[src/rtl/rdata_rsp_ctrl_pkg.sv]
// Shared response codes, FSM encoding and queued-command record for the read-response sequencer.
package rdata_rsp_pkg;

  localparam logic [1:0] RESP_OKAY   = 2'b00;
  localparam logic [1:0] RESP_SLVERR = 2'b10;

  localparam logic [1:0] ST_IDLE  = 2'd0;
  localparam logic [1:0] ST_BURST = 2'd1;
  localparam logic [1:0] ST_ERR   = 2'd2;

  // Widest ARID the queue record can carry; narrower IDs are zero-extended on push.
  localparam int CMD_ID_MAX_W = 16;

  typedef enum logic [1:0] {
    IDLE  = ST_IDLE,
    BURST = ST_BURST,
    ERR   = ST_ERR
  } rsp_state_e;

  typedef struct packed {
    logic [CMD_ID_MAX_W-1:0] id;
    logic [7:0]              len;
    logic                    err;
  } rsp_cmd_t;

endpackage

[src/rtl/rdata_rsp_ctrl_cmd_fifo.sv]
// Single-clock show-ahead FIFO, count-based full/empty, no read latency.
// Push is dropped when full and pop is dropped when empty; the caller gates with the flags.
module rsp_cmd_fifo #(
  parameter int W     = 8,
  parameter int DEPTH = 4
) (
  input  logic         clk,
  input  logic         reset,
  input  logic         push,
  input  logic [W-1:0] push_dat,
  input  logic         pop,
  output logic [W-1:0] pop_dat,
  output logic         full,
  output logic         empty
);

  localparam int AW = (DEPTH > 1) ? $clog2(DEPTH) : 1;
  localparam logic [AW:0] FULL_CNT = (AW+1)'(DEPTH);

  logic [W-1:0]  mem_q [DEPTH];
  logic [AW-1:0] wr_ptr_q, wr_ptr_d;
  logic [AW-1:0] rd_ptr_q, rd_ptr_d;
  logic [AW:0]   cnt_q, cnt_d;
  logic          do_push;
  logic          do_pop;

  assign full    = (cnt_q == FULL_CNT);
  assign empty   = (cnt_q == '0);
  assign pop_dat = mem_q[rd_ptr_q];

  always_comb begin
    do_push  = push && !full;
    do_pop   = pop && !empty;
    wr_ptr_d = do_push ? wr_ptr_q + AW'(1) : wr_ptr_q;
    rd_ptr_d = do_pop ? rd_ptr_q + AW'(1) : rd_ptr_q;
    cnt_d    = cnt_q;
    case ({do_push, do_pop})
      2'b10:   cnt_d = cnt_q + (AW+1)'(1);
      2'b01:   cnt_d = cnt_q - (AW+1)'(1);
      default: cnt_d = cnt_q;
    endcase
  end

  always_ff @(posedge clk) begin
    if (reset) begin
      wr_ptr_q <= '0;
      rd_ptr_q <= '0;
      cnt_q    <= '0;
    end else begin
      wr_ptr_q <= wr_ptr_d;
      rd_ptr_q <= rd_ptr_d;
      cnt_q    <= cnt_d;
    end
  end

  always_ff @(posedge clk) begin
    if (do_push) begin
      mem_q[wr_ptr_q] <= push_dat;
    end
  end

endmodule

[src/rtl/rdata_rsp_ctrl.sv]
// Read-response sequencer: queues read commands, drains the rdata FIFO onto a registered R channel.
// First beat 2 edges after the command handshake; R stalls hold r_* and suppress FIFO pops.
module rdata_rsp_ctrl
  import rdata_rsp_pkg::*;
#(
  parameter int ID_W      = 4,
  parameter int CMD_DEPTH = 4
) (
  input  logic            rclk,
  input  logic            reset,
  input  logic            cmd_valid,
  output logic            cmd_ready,
  input  logic [ID_W-1:0] cmd_id,
  input  logic [7:0]      cmd_len,
  input  logic            cmd_err,
  input  logic            fifo_empty,
  input  logic [63:0]     fifo_data,
  output logic            fifo_read_en,
  output logic            r_valid,
  input  logic            r_ready,
  output logic [63:0]     r_data,
  output logic [ID_W-1:0] r_id,
  output logic [1:0]      r_resp,
  output logic            r_last,
  output logic            busy
);

  rsp_cmd_t push_cmd;
  rsp_cmd_t head_cmd;
  logic     q_push;
  logic     q_pop;
  logic     q_full;
  logic     q_empty;
  logic     unused_id_hi;

  rsp_state_e      state_q, state_d;
  logic [ID_W-1:0] cur_id_q, cur_id_d;
  logic [7:0]      cur_len_q, cur_len_d;
  logic [7:0]      beat_cnt_q, beat_cnt_d;

  logic            r_valid_q, r_valid_d;
  logic [63:0]     r_data_q, r_data_d;
  logic [ID_W-1:0] r_id_q, r_id_d;
  logic [1:0]      r_resp_q, r_resp_d;
  logic            r_last_q, r_last_d;

  logic ld;
  logic fifo_pop;
  logic last_beat;

  always_comb begin
    push_cmd             = '0;
    push_cmd.id[ID_W-1:0] = cmd_id;
    push_cmd.len         = cmd_len;
    push_cmd.err         = cmd_err;
  end

  assign cmd_ready    = !q_full;
  assign q_push       = cmd_valid && cmd_ready;
  assign unused_id_hi = ^head_cmd.id;

  rsp_cmd_fifo #(
    .W     ($bits(rsp_cmd_t)),
    .DEPTH (CMD_DEPTH)
  ) u_cmd_fifo (
    .clk      (rclk),
    .reset    (reset),
    .push     (q_push),
    .push_dat (push_cmd),
    .pop      (q_pop),
    .pop_dat  (head_cmd),
    .full     (q_full),
    .empty    (q_empty)
  );

  // The output register may take a new beat when it is empty or being drained this cycle.
  assign ld        = !r_valid_q || r_ready;
  assign last_beat = (beat_cnt_q == cur_len_q);

  always_comb begin
    state_d    = state_q;
    cur_id_d   = cur_id_q;
    cur_len_d  = cur_len_q;
    beat_cnt_d = beat_cnt_q;
    r_valid_d  = r_valid_q;
    r_data_d   = r_data_q;
    r_id_d     = r_id_q;
    r_resp_d   = r_resp_q;
    r_last_d   = r_last_q;
    q_pop      = 1'b0;
    fifo_pop   = 1'b0;

    if (ld) begin
      r_valid_d = 1'b0;
    end

    case (state_q)
      IDLE: begin
        if (!q_empty) begin
          q_pop      = 1'b1;
          cur_id_d   = head_cmd.id[ID_W-1:0];
          cur_len_d  = head_cmd.len;
          beat_cnt_d = '0;
          state_d    = head_cmd.err ? ERR : BURST;
        end
      end
      BURST: begin
        fifo_pop = ld && !fifo_empty;
        if (fifo_pop) begin
          r_valid_d  = 1'b1;
          r_data_d   = fifo_data;
          r_id_d     = cur_id_q;
          r_resp_d   = RESP_OKAY;
          r_last_d   = last_beat;
          beat_cnt_d = beat_cnt_q + 8'd1;
          if (last_beat) begin
            state_d = IDLE;
          end
        end
      end
      ERR: begin
        // Errored bursts synthesize zero beats and never consume FIFO data.
        if (ld) begin
          r_valid_d  = 1'b1;
          r_data_d   = '0;
          r_id_d     = cur_id_q;
          r_resp_d   = RESP_SLVERR;
          r_last_d   = last_beat;
          beat_cnt_d = beat_cnt_q + 8'd1;
          if (last_beat) begin
            state_d = IDLE;
          end
        end
      end
      default: state_d = IDLE;
    endcase
  end

  always_ff @(posedge rclk) begin
    if (reset) begin
      state_q    <= IDLE;
      cur_id_q   <= '0;
      cur_len_q  <= '0;
      beat_cnt_q <= '0;
      r_valid_q  <= 1'b0;
      r_data_q   <= '0;
      r_id_q     <= '0;
      r_resp_q   <= RESP_OKAY;
      r_last_q   <= 1'b0;
    end else begin
      state_q    <= state_d;
      cur_id_q   <= cur_id_d;
      cur_len_q  <= cur_len_d;
      beat_cnt_q <= beat_cnt_d;
      r_valid_q  <= r_valid_d;
      r_data_q   <= r_data_d;
      r_id_q     <= r_id_d;
      r_resp_q   <= r_resp_d;
      r_last_q   <= r_last_d;
    end
  end

  assign fifo_read_en = fifo_pop && !reset;
  assign r_valid      = r_valid_q;
  assign r_data       = r_data_q;
  assign r_id         = r_id_q;
  assign r_resp       = r_resp_q;
  assign r_last       = r_last_q;
  assign busy         = (state_q != IDLE) || !q_empty || r_valid_q;

endmodule

[config.mk]
export PLATFORM = sky130hd
export DESIGN_NAME = rdata_rsp_ctrl
export DESIGN_NICKNAME = d
export VERILOG_FILES = /design/src/rtl/rdata_rsp_ctrl_pkg.sv /design/src/rtl/rdata_rsp_ctrl_cmd_fifo.sv /design/src/rtl/rdata_rsp_ctrl.sv
export SDC_FILE = /design/constraint.sdc
export NUM_CORES = 1
export LEC_CHECK = 0
export CORE_MARGIN = 2
export CORE_UTILIZATION = 55
export CTS_CLUSTER_SIZE = 8
export DETAILED_ROUTE_END_ITERATION = 8
export DONT_BUFFER_PORTS = 1
export PLACE_DENSITY = 0.7
export REMOVE_ABC_BUFFERS = 1
export SLEW_MARGIN = 30
export SYNTH_ARGS = -nofsm -noshare
export SYNTH_HDL_FRONTEND = slang
export SYNTH_SLANG_ARGS = --single-unit
[constraint.sdc]
create_clock -name rclk -period 6.5 [get_ports rclk]
set_input_delay 1.3 -clock rclk [delete_from_list [all_inputs] [get_ports rclk]]
set_output_delay 1.3 -clock rclk [all_outputs]
set_load 0.02 [all_outputs]
# Yosys cells after proc, flatten, opt, wreduce, memory -nomap -nowiden
# Memory sizes are Yosys's and may differ from the RTL's. A register that Yosys moved wholly into a read port is not among the register bits.
# Index checks and enable logic that the tools add are counted.
[word_totals]
regBits = 101
ramBits = 52
inputBits = 82
out_inout_bits = 75
elab_cells = 85
n_memories = 1
[mem_list]
columns = ["name", "words", "width", "rd", "rd_clocked_by_memory_dff", "write_ports", "line_no", "rtl"]
rows = [
  ["u_cmd_fifo.mem_q", 4, 13, 1, 1, 1, "rdata_rsp_ctrl_cmd_fifo.sv:20", "logic [W-1:0] mem_q [DEPTH];"],
]
[op_classes]
add_sub_neg = 5
n_eq_ne = 9
muxes = 34
n_bitwise = 1
n_reduce_logical = 23
[op_table]
columns = ["cell", "count"]
rows = [
  ["2-to-1 mux 64 bit", 2],
  ["one-hot mux 64 bit (2 select lines)", 1],
  ["2-to-1 mux 8 bit", 3],
  ["one-hot mux 8 bit (3 select lines)", 1],
  ["2-to-1 mux 2 bit", 9],
  ["2-to-1 mux 1 bit", 10],
  ["adder 8 x 1 -> 8 bit (second input constant)", 1],
  ["equality test 8 bit", 1],
  ["2-to-1 mux 4 bit", 2],
  ["one-hot mux 4 bit (2 select lines)", 1],
  ["!= test 2 bit (second input constant)", 3],
  ["one-hot mux 2 bit (3 select lines)", 1],
  ["one-hot mux 3 bit (2 select lines)", 1],
  ["AND reduction 3 bit", 2],
  ["nonzero test 2 bit", 3],
  ["logical AND 1 bit", 5],
  ["zero test 1 bit", 5],
  ["adder 2 x 1 -> 2 bit (second input constant)", 2],
  ["equality test 2 x 1 -> 1 bit (second input constant)", 2],
  ["equality test 2 bit (second input constant)", 2],
  ["one-hot mux 1 bit (2 select lines)", 2],
  ["one-hot mux 2 bit (2 select lines)", 1],
  ["AND reduction 4 bit", 1],
  ["adder 3 x 1 -> 3 bit (second input constant)", 1],
  ["8 further kinds", 10],
]

# Depth between registers and ports, before layout
# Gate-level depths: netlist (run 1).
[logic_depth]
ltp_word = 6
ltp_mapped = 11
mapped_depth_nobuf = 10

# By module
# From an unflattened synthesis (run 1), not the netlist that was laid out.
[hier_totals]
cells_unflattened = 567
hier_area_um2 = 7613.6
[modules_own_cells]
columns = ["mod", "instances", "cells_per_inst", "area_each_um2", "seq_area_each_um2"]
rows = [
  ["rsp_cmd_fifo", 1, 185, 4139.0, 3183.1],
  ["rdata_rsp_ctrl", 1, 382, 3474.6, 1861.8],
]

# Least setup slack after synthesis (run 1)
# OpenSTA, ideal clock, no wires.
[synth_timing]
path_kind = "input to output"
start = "in reset"
end = "out fifo_read_en"
arrival_time_ps = 2195
required_ps = 5200
slack_ps = 3005
cell_stages = 4
path_buffers = 3
cell_sequence = "clkbuf_1 -> clkbuf_1 -> buf_1 -> nor2_1"
[synth_via]
elab_chain_len = 2
[synth_rtl]
columns = ["item", "line_no", "rtl"]
rows = [
  ["from (decl)", "rdata_rsp_ctrl.sv:10", "input logic reset,"],
  ["zero test 1 bit", "rdata_rsp_ctrl.sv:163", "assign fifo_read_en = fifo_pop && !reset;"],
  ["logical AND 1 bit", "rdata_rsp_ctrl.sv:163", ""],
  ["to (decl)", "rdata_rsp_ctrl.sv:18", "output logic fifo_read_en,"],
]
# No other way between the ends.

# Final worst setup path (run 1)
[layout_timing]
start = "in r_ready"
end = "out fifo_read_en"
[layout_via]
elab_chain_len = 4
[layout_rtl]
columns = ["item", "line_no", "rtl"]
rows = [
  ["from (decl)", "rdata_rsp_ctrl.sv:20", "input logic r_ready,"],
  ["logical OR 1 bit", "rdata_rsp_ctrl.sv:77", "assign ld = !r_valid_q || r_ready;"],
  ["logical AND 1 bit", "rdata_rsp_ctrl.sv:108", "fifo_pop = ld && !fifo_empty;"],
  ["2-to-1 mux 1 bit", "rdata_rsp_ctrl.sv:97", "case (state_q)"],
  ["logical AND 1 bit", "rdata_rsp_ctrl.sv:163", ""],
]
# No other way between the ends.

==> results of run 1 <==
placed cells by master (no fill, tap or decap), types with 2 or more instances in the layout:
cell                        instances
sky130_fd_sc_hd__a21oi_1           22
sky130_fd_sc_hd__a22oi_1           64
sky130_fd_sc_hd__and3_1             8
sky130_fd_sc_hd__buf_4              2
sky130_fd_sc_hd__clkbuf_16         19
sky130_fd_sc_hd__clkbuf_8           2
sky130_fd_sc_hd__clkinv_4           3
sky130_fd_sc_hd__dfxtp_1          101
sky130_fd_sc_hd__edfxtp_1          52
sky130_fd_sc_hd__ha_1              10
sky130_fd_sc_hd__inv_1             10
sky130_fd_sc_hd__inv_6              3
sky130_fd_sc_hd__inv_8              2
sky130_fd_sc_hd__mux4_2            13
sky130_fd_sc_hd__nand2_1           38
sky130_fd_sc_hd__nand2b_1           2
sky130_fd_sc_hd__nand3_1            4
sky130_fd_sc_hd__nand4_1            3
sky130_fd_sc_hd__nand4b_1           5
sky130_fd_sc_hd__nor2_1            83
sky130_fd_sc_hd__nor3_1             3
sky130_fd_sc_hd__o21ai_0            3
sky130_fd_sc_hd__o31ai_1            2
sky130_fd_sc_hd__or3_1              2
sky130_fd_sc_hd__xnor2_1           10
sky130_fd_sc_hd__xor2_1             9
worst max-delay path, stage by stage:
cell                       delay (ns)
sky130_fd_sc_hd__nand2b_1        0.23
sky130_fd_sc_hd__nand3_1         0.18
sky130_fd_sc_hd__nor2_1          0.34
cells by family after synthesis:
| group | after synthesis | share of synthesized area (%) |
|---|---|---|
| AND/OR/NAND/NOR | 156 | 12.0 |
| flip-flops | 154 | 62.5 |
| AO/OA/AOI/OAI | 96 | 11.9 |
| buffers and inverters | 40 | 2.89 |
| XOR/XNOR | 19 | 2.89 |
| multiplexers | 14 | 5.25 |
| adder cells (fa/ha/maj) | 11 | 2.52 |
| other | 1 | 0.0650 |
worst min-delay path by stage:
stage | from | endpoint | slack, ns | cells past startpoint
2_1_floorplan | cur_id_q[0] | r_id[0] | 0.43 | 2
3_3_place_gp | cur_id_q[0] | r_id[0] | 0.44 | 2
3_5_place_dp | cur_id_q[1] | r_id[1] | 0.45 | 2
4_1_cts | cur_id_q[1] | r_id[1] | 0.46 | 2
5_1_grt | cur_id_q[1] | cur_id_q[1] | 0.48 | 2
6_report | cur_id_q[1] | r_id[1] | 0.45 | 2
area by class of cell:
class | instances | area share (%)
clock inverters | 11 | 1.46
inverters | 10 | 0.584
well taps | 136 | 2.65
clock buffers | 21 | 7.82
multi-input cells | 297 | 31.2
flip-flops and latches | 154 | 56.1
repair buffers | 2 | 0.234
per-layer routing:
layer  wire length (µm)  share of wire (%)  vias up  GRT usage [%]
met2               5520                 49      137           31.7
met5                  0                  0        -              0
met4                150                1.3        0           7.89
li1                   -                  -     1739              -
met3                816                7.3       14           7.11
met1               4690                 42     1798           24.5
through the flow:
stage               power (µW)  std cells  worst slack [ns]  util [%]
finish                    2940        631              3.14      62.8
CTS                       2970        631              3.15      62.8
detailed placement        2010        599              3.15      57.0
global placement          1970        599              3.18      57.0
floorplan                 1820        461              2.49         -
global route              3110        631              3.09      62.8
registers in the layout (all words and copies together) (netlist names), named ones only:
register and count:
u_cmd_fifo.wr_ptr_q 2, cur_len_q 8, beat_cnt_q 8, cur_id_q 4, r_resp 1, state_q 2, r_valid 1, r_id 4
r_last 1, u_cmd_fifo.mem_q 52, r_data 64, u_cmd_fifo.rd_ptr_q 2, u_cmd_fifo.cnt_q 3
where the power goes:
group          leakage (µW)  switching (µW)  internal [µW]
Combinational      0.000659             439            261
Sequential          0.00130             153           1130
Clock              0.000295             396            559
==> run metrics, run 1 <==
outcome=complete, no violations; total vias in the final route=3688; Slew Limit Fails=0; filler cell count=794; cell type contributing the most total cell area after synthesis=sky130_fd_sc_hd__dfxtp_1; end point of the critical path=fifo_read_en; number of buffers inserted during clock tree synthesis=17; maximum operating frequency=298 MHz; core area=10200 µm²; period utilisation layout=51.6%; startpoint type of the worst setup path=primary input; Slew Limit Headroom=54.0%; clock edge transition at the registers on the reported setup and hold paths=0.06 ns; worst-case hold slack=0.455 ns; RSZ-0062 raised after global routing=false; gate count of the mapped netlist=491; maximum clock skew at final layout=0.00630 ns; total power density per cell area=457 nW/µm²; number of design rule violations left after detail routing=0; fraction of final layout cells with drive strength greater than 1=10.9%; first-pass GRT wire length=17400 µm; antenna cell count=0; endpoints failing hold=0; Initial Utilization=56.4%; number of gates given a new drive strength after cts=0; htree depth=4; insertion delay of the later-clocked pin in the worst-skew pair=0.52 ns; Die Height=106 µm; highest ir drop seen on vdd=0.000257 V; pin count of the biggest net entering global routing=97; FF-to-FF Start=state_q[0]; Most used DFF post-synth=sky130_fd_sc_hd__dfxtp_1; path type of the worst setup path=in2out; buffers added on ports=0; count leader, synth=sky130_fd_sc_hd__dfxtp_1; type of the worst min-delay path=reg2reg; post-detailed-route count of antenna-violating nets=0; count of synthesis-stage warnings from yosys=0; share of Yosys cell area claimed by the top area cell type=35.4%; count of hold-fix buffers inserted at cts=0; number of antenna violations at the first check in global routing=0; Total Wirelength=11200 µm; number of nets at the end of the flow=575; Die Outline Area=11300 µm²; overall routing resource usage=19.8%; TritonCTS clock tree=done; Final HPWL DP=7390 µm; flip-flop and latch count after synthesis=154; CP endpoint kind=output port; final global-route overflow total=0; final RePlAce weighted congestion=0.779; x dimension of the die=106 µm; Post-CTS Repair Setup Buffers=0; Post-synth EDFFs=52; sequential cell area=3600 µm²; number of global-route vias before repair=3500; max_cap viols=0; Synth area leaders=sky130_fd_sc_hd__dfxtp_1 35%, sky130_fd_sc_hd__edfxtp_1 27%, sky130_fd_sc_hd__a22oi_1 8.3%, sky130_fd_sc_hd__nor2_1 5.5%, sky130_fd_sc_hd__mux4_2 5.1%; Worst EP required=5.20 ns; area of the multi-input gates=2000 µm²; number of DRC markers in iteration 0=295; Pre-Repair DR Iteration Count=5; arrival time of data at the critical path endpoint=2.06 ns; count of endpoints failing setup in the final report=0; capture instance of the worst register-to-register path=u_cmd_fifo.cnt_q[2]; Placement Rows=37; largest buffer count on any clock path=2; Root Buffer=sky130_fd_sc_hd__clkbuf_8; Critical Path Source=r_ready; sequential fraction of the synthesis area=62.5%; aggregate negative setup slack=0 ns; slew of the pin with the lowest slew margin=0.690 ns; min Tclk post-route=3.36 ns; sinks on the clock net=154; library cells used by synthesis=39; R2R setup slack=3.72 ns; boundary pin count=157; async set or reset register ratio after synthesis=0%; average footprint of a synthesized cell=11.7 µm²; cell leakage power=0.00226 µW; R2R cell count=10; Crit Path Max Fanout=5; list of most frequent post-synthesis cells=102 x sky130_fd_sc_hd__dfxtp_1, 84 x sky130_fd_sc_hd__nor2_1, 64 x sky130_fd_sc_hd__a22oi_1, 52 x sky130_fd_sc_hd__edfxtp_1, 38 x sky130_fd_sc_hd__nand2_1; Layout Cell Area excl Fill=6430 µm²; DP Area=5830 µm²; vias per inst=5.84; Post-Synthesis Cell Area=5770 µm²; mean routed wirelength per cell=17.7 µm; layout overhead on the synthesized area=11.5%
Note: power is estimated with default switching activity, not from simulation.
==> inputs of run 2 (changes only) <==
Clock period 6.5 ns to 3.2 ns, I/O delays scaled along.
==> run metrics, run 2 (synthesized netlist as in run 1, its figures left out) <==
total power density per cell area=939 nW/µm² (was 457 nW/µm²); R2R setup slack=0.54 ns (was 3.72 ns); worst-case hold slack=0.188 ns (was 0.455 ns); critical-path cell list=inv_1 > ha_1 > nand2b_1 > inv_1 > ha_1 > inv_1 > fa_1 > xor2_1 > or3_1 > a21oi_1 (was nand2b_1 > nand3_1 > nor2_1); endpoints failing hold=0 (unchanged); first-pass GRT wire length=17600 µm (was 17400 µm); Crit Path Max Fanout=15 (was 5); cell with the largest stage delay on the worst path=sky130_fd_sc_hd__inv_1 (was sky130_fd_sc_hd__nor2_1); commonest non-fill, non-tap cell in the layout=sky130_fd_sc_hd__dfxtp_1 (unchanged); fraction of final layout cells with drive strength greater than 1=10.5% (was 10.9%); hold path endpoint=r_data[2] (was r_id[1]); gr busiest metal=met2 (unchanged); type of the worst min-delay path=in2reg (was reg2reg); TritonCTS clock tree=done (unchanged); count of endpoints failing setup in the final report=0 (unchanged); final global-route overflow total=0 (unchanged); overall routing resource usage=20.0% (was 19.8%); Initial Utilization=56.4% (unchanged); FF-to-FF Start=state_q[0] (unchanged); highest ir drop seen on vdd=0.000565 V (was 0.000257 V); number of design rule violations left after detail routing=0 (unchanged); Slew Limit Fails=0 (unchanged); met3 Resource Use GR=7.60% (was 7.11%); Root Buffer=sky130_fd_sc_hd__clkbuf_8 (unchanged); Post-CTS Repair Setup Buffers=0 (unchanged); post-detailed-route count of antenna-violating nets=0 (unchanged); RSZ-0062 raised after global routing=false (unchanged); max_cap viols=0 (unchanged); Die Height=106 µm (unchanged); min Tclk post-route=2.66 ns; clock edge transition at the registers on the reported setup and hold paths=0.06 ns (about the same); Worst EP required=3.64 ns (was 5.20 ns); count of hold-fix buffers inserted at cts=0 (unchanged); cell leakage power=0.00228 µW (was 0.00226 µW); x dimension of the die=106 µm (unchanged); number of DRC markers in iteration 0=328 (was 295); number of antenna violations at the first check in global routing=0 (unchanged); Pre-Repair DR Iteration Count=5 (unchanged); GR met2 Demand/Resource=32.4% (was 31.7%); slowest cell delay on critical path=0.41 ns (was 0.34 ns); R2R cell count=10 (unchanged); capture instance of the worst register-to-register path=u_cmd_fifo.cnt_q[2] (unchanged); fin util=63.0% (was 62.8%); Slew Limit Headroom=52.5% (was 54.0%); arrival time of data at the critical path endpoint=3.10 ns (was 2.06 ns); period utilisation layout=83.2%; CP endpoint kind=flop (was output port); buffers added on ports=0 (unchanged); number of gates given a new drive strength after cts=0 (unchanged); Placement Rows=37 (unchanged); layout overhead on the synthesized area=11.7% (was 11.5%); slew of the pin with the lowest slew margin=0.713 ns (was 0.690 ns); pin count of the biggest net entering global routing=97 (unchanged); Total Wirelength=11400 µm (was 11200 µm); met1 Use GR=24.4% (was 24.5%); outcome=complete, no violations (unchanged); vias per inst=5.77 (was 5.84); beginning of the worst hold path=reset (was cur_id_q[1]); library cell appearing most often on the critical path=sky130_fd_sc_hd__inv_1; maximum operating frequency=376 MHz; boundary pin count=157 (unchanged); mean routed wirelength per cell=18.1 µm (was 17.7 µm); path type of the worst setup path=reg2reg (was in2out); startpoint type of the worst setup path=flop (was primary input); htree depth=4 (unchanged); total vias in the final route=3648 (was 3688); number of buffers inserted during clock tree synthesis=17 (unchanged); number of global-route vias before repair=3548 (was 3500); Final HPWL DP=7440 µm (was 7390 µm); number of cells on the worst hold path=1 (was 2); largest buffer count on any clock path=2 (unchanged); leading cell types in the layout, fill and taps excluded=102 x sky130_fd_sc_hd__dfxtp_1, 83 x sky130_fd_sc_hd__nor2_1, 64 x sky130_fd_sc_hd__a22oi_1, 52 x sky130_fd_sc_hd__edfxtp_1, 38 x sky130_fd_sc_hd__nand2_1 (was 101 x sky130_fd_sc_hd__dfxtp_1, 83 x sky130_fd_sc_hd__nor2_1, 64 x sky130_fd_sc_hd__a22oi_1, 52 x sky130_fd_sc_hd__edfxtp_1, 38 x sky130_fd_sc_hd__nand2_1); Die Outline Area=11300 µm² (unchanged); number of flip-flops under the largest register name=64 (unchanged); core area=10200 µm² (unchanged); sinks on the clock net=154 (unchanged); antenna cell count=0 (unchanged); number of nets at the end of the flow=576 (was 575); insertion delay of the later-clocked pin in the worst-skew pair=0.51 ns (was 0.52 ns); final RePlAce weighted congestion=0.742 (was 0.779); maximum clock skew at final layout=0.00782 ns (was 0.00630 ns)
-- run 2: cell type report --
class	instances	area, µm²
Fill cell	795	3790
Multi-Input combinational cell	297	2000
Clock inverter	14	166
Timing Repair Buffer	3	22.5
Clock buffer	18	439
Inverter	10	37.5
Sequential cell	154	3600
Tap cell	136	170
-- run 2: critical path: cells and delay by family, from the launching register on --
family | cells | cell delay (ns)
buffers and inverters | 3 | 0.57
flip-flops | 1 | 0.33
XOR/XNOR | 1 | 0.16
AND/OR/NAND/NOR | 2 | 0.56
AO/OA/AOI/OAI | 1 | 0.14
adder cells (fa/ha/maj) | 3 | 0.83
-- run 2: per-stage QoR --
| stage | worst slack (ns) | cells | instance area (µm²) | setup TNS, ns | power [µW] |
|---|---|---|---|---|---|
| after global routing | 0.255 | 632 | 6440 | 0 | 6390 |
| after CTS | 0.525 | 632 | 6440 | 0 | 6100 |
| final | 0.539 | 632 | 6440 | 0 | 6050 |
| after detailed placement | 0.544 | 600 | 5840 | 0 | 4090 |
| after global placement | 0.656 | 600 | 5840 | 0 | 4020 |
| after floorplan | -0.514 | 461 | 5640 | -33.83 | 3700 |
-- run 2: per-layer routing --
layer | wire length (µm) | part of all wire [%]
met5 | 0 | 0
met3 | 917 | 8.0
met2 | 5650 | 50
met4 | 193 | 1.7
met1 | 4650 | 41
-- run 2: how the worst max path moves through the flow --
| stage | slack (ns) | from | to |
|---|---|---|---|
| floorplan | -0.51 | state_q[1] | r_last |
| global placement | 0.66 | state_q[0] | u_cmd_fifo.cnt_q[2] |
| detailed placement | 0.54 | state_q[0] | u_cmd_fifo.cnt_q[2] |
| CTS | 0.52 | state_q[0] | u_cmd_fifo.cnt_q[2] |
| global route | 0.26 | state_q[0] | u_cmd_fifo.cnt_q[2] |
| finish | 0.54 | state_q[0] | u_cmd_fifo.cnt_q[2] |
-- run 2: power breakdown --
group	switching (µW)	internal, µW	leakage, µW
clock network	769	1240	0.000308
registers	279	2300	0.00130
logic	929	537	0.000664
total	1980	4070	0.00228
